==> src/rtl/switch_mcu_fetch.sv <==
// rtl/switch_mcu_fetch.sv - instruction fetch/sequencing stage: PC, imem req/ack fetch,
// per-instruction execute cycle counter, redirect capture and stall hold.
module switch_mcu_fetch #(
  parameter logic [31:0] RESET_PC    = 32'h0000_0000,
  parameter int unsigned INST_CYCLES = 4
) (
  input  logic        in_clk,
  input  logic        in_rst,
  output logic        out_imem_req,
  output logic [31:0] out_imem_addr,
  input  logic        in_imem_ack,
  input  logic [31:0] in_imem_rdata,
  input  logic        in_stall,
  input  logic        in_redirect,
  input  logic [31:0] in_redirect_pc,
  output logic [31:0] out_inst,
  output logic [31:0] out_pc,
  output logic [3:0]  out_cycle_cnt,
  output logic        out_inst_done
);

  localparam logic [3:0] LAST_CNT  = 4'(INST_CYCLES - 1);
  localparam logic [3:0] FETCH_CNT = 4'hF;

  typedef enum logic {S_FETCH, S_EXEC} state_e;

  state_e      state_q, state_d;
  logic [31:0] pc_q, pc_d;
  logic        req_q, req_d;
  logic [31:0] inst_q, inst_d;
  logic [31:0] inst_pc_q, inst_pc_d;
  logic [3:0]  cnt_q, cnt_d;
  logic        pend_q, pend_d;
  logic [31:0] tgt_q, tgt_d;
  logic [31:0] redir_aligned;
  logic        done;

  assign redir_aligned = {in_redirect_pc[31:2], 2'b00};

  always_comb begin
    state_d   = state_q;
    pc_d      = pc_q;
    req_d     = req_q;
    inst_d    = inst_q;
    inst_pc_d = inst_pc_q;
    cnt_d     = cnt_q;
    pend_d    = pend_q;
    tgt_d     = tgt_q;
    done      = 1'b0;
    case (state_q)
      S_FETCH: begin
        if (req_q && in_imem_ack) begin
          state_d   = S_EXEC;
          inst_d    = in_imem_rdata;
          inst_pc_d = pc_q;
          cnt_d     = 4'h0;
          req_d     = 1'b0;
        end
      end
      S_EXEC: begin
        // Captured even when stalled so a redirect on a held last cycle is not lost.
        if (in_redirect) begin
          pend_d = 1'b1;
          tgt_d  = redir_aligned;
        end
        if (!in_stall) begin
          if (cnt_q == LAST_CNT) begin
            done    = 1'b1;
            state_d = S_FETCH;
            if (in_redirect)  pc_d = redir_aligned;
            else if (pend_q)  pc_d = tgt_q;
            else              pc_d = pc_q + 32'd4;
            req_d  = 1'b1;
            cnt_d  = FETCH_CNT;
            pend_d = 1'b0;
          end else begin
            cnt_d = cnt_q + 4'h1;
          end
        end
      end
      default: state_d = S_FETCH;
    endcase
  end

  always_ff @(posedge in_clk or negedge in_rst) begin
    if (!in_rst) begin
      state_q   <= S_FETCH;
      pc_q      <= RESET_PC;
      req_q     <= 1'b1;
      inst_q    <= 32'h0;
      inst_pc_q <= RESET_PC;
      cnt_q     <= FETCH_CNT;
      pend_q    <= 1'b0;
      tgt_q     <= 32'h0;
    end else begin
      state_q   <= state_d;
      pc_q      <= pc_d;
      req_q     <= req_d;
      inst_q    <= inst_d;
      inst_pc_q <= inst_pc_d;
      cnt_q     <= cnt_d;
      pend_q    <= pend_d;
      tgt_q     <= tgt_d;
    end
  end

  // The request register resets to 1 so fetch starts the first cycle after release;
  // gating with reset keeps the request low while reset is held.
  assign out_imem_req  = req_q & in_rst;
  assign out_imem_addr = pc_q;
  assign out_inst      = inst_q;
  assign out_pc        = inst_pc_q;
  assign out_cycle_cnt = cnt_q;
  assign out_inst_done = done;

endmodule

==> config.mk <==
export PLATFORM = sky130hd
export DESIGN_NAME = switch_mcu_fetch
export DESIGN_NICKNAME = d
export VERILOG_FILES = /design/src/rtl/switch_mcu_fetch.sv
export SDC_FILE = /design/constraint.sdc
export NUM_CORES = 1
export LEC_CHECK = 0
export BUFFER_PORTS_ARGS = -buffer_cell sky130_fd_sc_hd__buf_2
export CAP_MARGIN = 15
export CORE_AREA = 2 2 111 113
export DETAILED_ROUTE_END_ITERATION = 6
export DIE_AREA = 0 0 113 115
export MAX_ROUTING_LAYER = met4
export PLACE_DENSITY_LB_ADDON = 0.15
export SLEW_MARGIN = 20
export SYNTH_ARGS = -nofsm -noshare
export SYNTH_HDL_FRONTEND = slang
export SYNTH_SLANG_ARGS = --single-unit
export TNS_END_PERCENT = 20
==> constraint.sdc <==
create_clock -name in_clk -period 2.42 [get_ports in_clk]
set_clock_uncertainty 0.05 [all_clocks]
set_input_delay 0.242 -clock in_clk [delete_from_list [all_inputs] [get_ports in_clk]]
set_output_delay 0.242 -clock in_clk [all_outputs]
set_load 0.02 [all_outputs]
### Word level (Yosys, flattened, before mapping)

Cells that the tools add are included.

| storage, ports and cells | value |
|---|---|
| flip-flop bits (word level) | 133 |
| latch bits | 0 |
| RAM bits | 0 |
| memory bits (read-only) | 0 |
| input bits | 69 |
| output and inout port bits | 102 |
| word-level logic and storage cells | 43 |
| memories | 0 |

| cells by class | value |
|---|---|
| add/sub/neg operators | 2 |
| $mul | 0 |
| divide/modulo/power cells | 0 |
| order comparisons | 0 |
| eq/ne operators | 4 |
| shift-type cells | 0 |
| multiplexer cells | 20 |
| bitwise operators | 3 |
| reduce and logical (&&, ||, !) cells | 6 |

Operator list:

| kind | count |
|---|---|
| $mux W32 | 2 |
| $add A32 B3 Y32 const B | 1 |
| $mux W1 | 12 |
| $mux W4 | 3 |
| $pmux W4 S2 | 1 |
| $reduce_and A2 Y1 | 3 |
| $reduce_and A3 Y1 | 2 |
| $add A4 B1 Y4 const B | 1 |
| $eq A4 B2 Y1 const B | 1 |
| $ne A2 B2 Y1 const B | 2 |
| $pmux W1 S2 | 2 |
| $ne A2 B1 Y1 const B | 1 |
| $not A1 Y1 | 2 |
| $and A1 B1 Y1 | 1 |
| $logic_and A1 B1 Y1 | 1 |

### Logic depth before layout (Yosys ltp)

| depth | value |
|---|---|
| depth after elaboration | 4 |
| depth in mapped cells | 7 |
| gate-level depth less buffers | 7 |

### Worst setup path after synthesis

Ideal clock, no wire load.

| timing path | value |
|---|---|
| kind | register to register |
| from | reg cnt_q[0], in the netlist out_cycle_cnt[0] |
| to | reg pc_q[24], in the netlist out_imem_addr[24] |
| library setup time | 132 ps |
| data arrival time | 1,871 ps |
| data required time | 2,238 ps |
| slack | 367 ps |
| cell stages (with the launch flop) | 8 |
| path buffers | 1 |
| clock period less this slack | 2,053 ps |
| cells stage by stage | dfstp_2 > ha_1 > nor3b_1 > nand2_1 > buf_2 > nand2_1 > o21ai_0 > or3b_1 |

| on the way | value |
|---|---|
| word-level cells in the longest chain between the ends | 2 |

RTL lines:

| what | RTL line | text |
|---|---|---|
| start, declared | 32 | `logic [3:0] cnt_q, cnt_d;` |
| start signal, assigned | 101 | `cnt_q <= cnt_d;` |
| $eq A4 B2 Y1 | 67 | `if (cnt_q == LAST_CNT) begin` |
| $reduce_and A3 Y1 (no source line) | -- |  |
| end signal, assigned | 97 | `pc_q <= pc_d;` |
| end, declared | 28 | `logic [31:0] pc_q, pc_d;` |

Every way passes these cells.
A chain may end at the register's enable or synchronous reset.

### Worst setup path after layout

| timing path | value |
|---|---|
| from | reg cnt_q[0], in the netlist out_cycle_cnt[0] |
| to | out out_inst_done |

| on the way | value |
|---|---|
| word-level cells in the longest chain between the ends | 4 |

RTL lines:

| what | RTL line | text |
|---|---|---|
| $eq A4 B2 Y1 | 67 |  |
| $mux W1 | 67 |  |
| $mux W1 | 66 | `if (!in_stall) begin` |
| $mux W1 | 50 | `case (state_q)` |
| end, declared | 19 | `output logic out_inst_done` |

Every way passes these cells.

==> summary.txt <==
Clk network pwr share = 0.509
Met2 GRT Util = 0.373
Number of synthesis warnings = 0
Outcome = finished with violations
Antenna diodes = 0
CP bufs+invs = 4
Compound-cell area share of the yosys netlist = 0.135
Slew headroom = 0.495
First-pass GRT wire length = 24200 µm
Number of max-cap violations = 0
Drt initial violations = 313
Multiplexer share of the synthesized area = 0.173
Final Hold Fails = 0
Simple-Gate Fraction of Synth Area = 0.104
First-pass iteration count of the detailed router = 6
Post-DRT Antenna Nets = 0
I/O Pins = 171
DPL Wire Length = 9680 µm
Main combinational cell family by area after synthesis = multiplexers
Post-synthesis sequential area ratio = 0.538
Yosys reg bits = 129
Post-Synth XOR/XNOR Area = 0.00874
H-tree depth = 4
Die height = 115 µm
GPL Wtd Cong = 0.864
Crit path time final = 2.32 ns
Share of post-route cells with drive strength above 1 = 0.458
Psw = 982 µW
Critical Path Source Type = register
Met1 GRT Util = 0.324
Final instance area = 0.00778 mm²
Core Area = 0.0118 mm²
Gr busiest metal = met2
Pint = 3.80 mW
Layout area overhead = 29.5%
CP Cell Sequence = ha_2 -> nor3b_4 -> nand2_2 -> buf_12 -> inv_1 -> buf_6 -> buf_4
Clk slew on worst S/H paths = 0.05 ns
Post-Synth Adder-Cell Area = 0.00416
Top post-synthesis cells by area = dfrtp_1 (52%), mux2_2 (17%), o21ai_0 (3.3%)
Critical Path End Type = output port
Worst Max-Slew Pin Slew = 0.758 ns
Distinct cell type count after synthesis = 60
Port buffer count = 164
Total GRT Usage = 0.244
Final setup violation count = 0
Placed cell areas = 0.00701 mm²
Worst skew pair latency = 0.41 ns
Crit path max-delay cell type = dfstp_2
Most frequent cells in the layout = buf_2 (162), dfrtp_1 (124), mux2_2 (89)
Maximum clock path buffer count = 2
CP top delay family = flip-flops
Post-DR wirelength/cell = 17.4 µm
Largest stage delay, worst path = 0.57 ns
Remaining global-route overflow = 0
Synth Cell Area = 0.00601 mm²
Overall power = 4.78 mW
Vias/cell = 5.67
Ys flop type = dfrtp_1
Avg Inst Size Synth = 11.7 µm²
Max VDD drop = 0.000341 V
Worst hold path type = input pin to register
Comb pwr share = 0.040
Crit path DAT = 2.03 ns
Vias in the first global route = 4768
Slew Limit Fails = 0
WS Path Type = register to output port
Worst Path Max Fanout = 26
Post-synth EDFFs = 0
Power Density = 615 mW/mm²
Sw Ratio = 0.205
Synth top area share = 0.516
Initial core utilization = 0.509
Via count = 4855
Die width = 113 µm
Peak Freq = 430 MHz
Routed WL = 14900 µm
Final critical-path share of the clock period = 0.960
NumNets Final = 768
Synth area leader = dfrtp_1
Residual DRC count = 16
CTS tree = done
Clk Tree Root Cell = clkbuf_16
Largest net degree at the start of global routing = 130
Cell row count = 40
Initial antenna violation count = 0
Violated checks = DRC
CTS Sinks = 129
Routing usage on met3 = 0.0496
Leak = 4.16 nW
Num CTS Buffers = 17
Ys async rst share = 1.00
Worst Path Required = 2.13 ns
Commonest non-fill, non-tap cell in the layout = buf_2
Total Die Area = 0.0130 mm²
Mapped Cells = 516
Sequential Power Share = 0.451
path summary, 6_finish.rpt:
path                                  startpoint           endpoint  slack [ns]  cells past startpoint
min in group asynchronous                 in_rst       out_inst[16]        0.40                      3
worst min register to register        out_pc[19]         out_pc[19]        0.42                      2
max in group asynchronous                 in_rst   out_imem_addr[6]        1.29                      3
worst min-delay path            in_imem_rdata[7]        out_inst[7]        0.02                      2
worst max register to register  out_imem_addr[2]  out_imem_addr[24]        0.36                      6
worst max-delay path            out_cycle_cnt[0]      out_inst_done         0.1                      7
cell usage after synthesis, types with 4 or more instances:
| master | count |
|---|---|
| o31ai_1 | 4 |
| buf_4 | 5 |
| a31oi_1 | 9 |
| dfrtp_1 | 124 |
| mux2_2 | 89 |
| a211oi_1 | 4 |
| a22o_1 | 6 |
| o21ai_0 | 40 |
| a21oi_1 | 22 |
| dfstp_2 | 5 |
| a221oi_1 | 4 |
| nand4_1 | 10 |
| xor2_1 | 4 |
| clkbuf_1 | 21 |
| mux2i_1 | 4 |
| and3_1 | 10 |
| a22oi_1 | 7 |
| buf_2 | 8 |
| nand3_1 | 9 |
| nand2_1 | 34 |
| inv_1 | 10 |
| nor2_1 | 19 |
per-layer routing:
| metal | vias up | share of wire |
|---|---|---|
| li1 | 2259 | - |
| met1 | 2395 | 0.44 |
| met2 | 185 | 0.48 |
| met3 | 16 | 0.063 |
| met4 | 0 | 0.015 |
| met5 | - | 0 |
repair_timing:
item	in CTS	in global routing
gates resized for setup	6	0
setup endpoints to repair	1	1
hold buffers	11	0
pin swaps	1	0
hold endpoints to repair	134	0
buffers inserted	1	5
cloned	1	0
power groups by stage:
| stage | registers, mW | logic [mW] | clock network (mW) |
|---|---|---|---|
| 2_1_floorplan | 2.20 | 0.0597 | 0 |
| 3_3_place_gp | 2.20 | 0.174 | 0 |
| 3_5_place_dp | 2.20 | 0.178 | 0 |
| 4_1_cts | 2.16 | 0.194 | 2.48 |
| 5_1_grt | 2.16 | 0.215 | 2.58 |
| 6_report | 2.16 | 0.190 | 2.43 |
layout make-up:
type	count	area [µm²]
Tap cell	147	184
Clock inverter	5	50.0
Sequential cell	129	3230
Timing Repair Buffer	197	1170
Clock buffer	26	519
Fill cell	927	4030
Multi-Input combinational cell	342	2590
Inverter	10	37.5
worst register-to-register path, cell delays in order, from the launching register on:
cell and delay, ns:
dfrtp_1 0.45, ha_1 0.27, nand3_1 0.24, nor2_8 0.23, nand2_1 0.17, o211ai_2 0.18, or3b_1 0.35
flip-flops by register name, summed over array words and instances, names as in the netlist:
register       count
out_inst          32
out_imem_addr     30
out_pc            30
tgt_q             30
out_cycle_cnt      4
pend_q             1
req_q              1
state_q            1
stage by stage:
step	TNS, ns	setup WS [ns]	cells	hold slack, ns	utilization
floorplan	0	0.367	519	-0.104	-
global placement	0	0.281	807	0.360	0.593
detailed placement	0	0.233	807	0.366	0.593
CTS	0	0.0175	851	0.00190	0.656
global route	-0.00204	-0.00204	856	0.00550	0.659
finish	0	0.0960	856	0.0176	0.659
logic make-up (layout without fill, tap and decap cells):
| logic type | Yosys count | count (layout) |
|---|---|---|
| adder cells (fa/ha/maj) | 2 | 2 |
| AND/OR/NAND/NOR | 112 | 112 |
| buffers and inverters | 48 | 238 |
| XOR/XNOR | 6 | 6 |
| flip-flops | 129 | 129 |
| multiplexers | 93 | 93 |
| AO/OA/AOI/OAI | 125 | 125 |
| other | 1 | 4 |
Power figures use the tool's default switching activity.
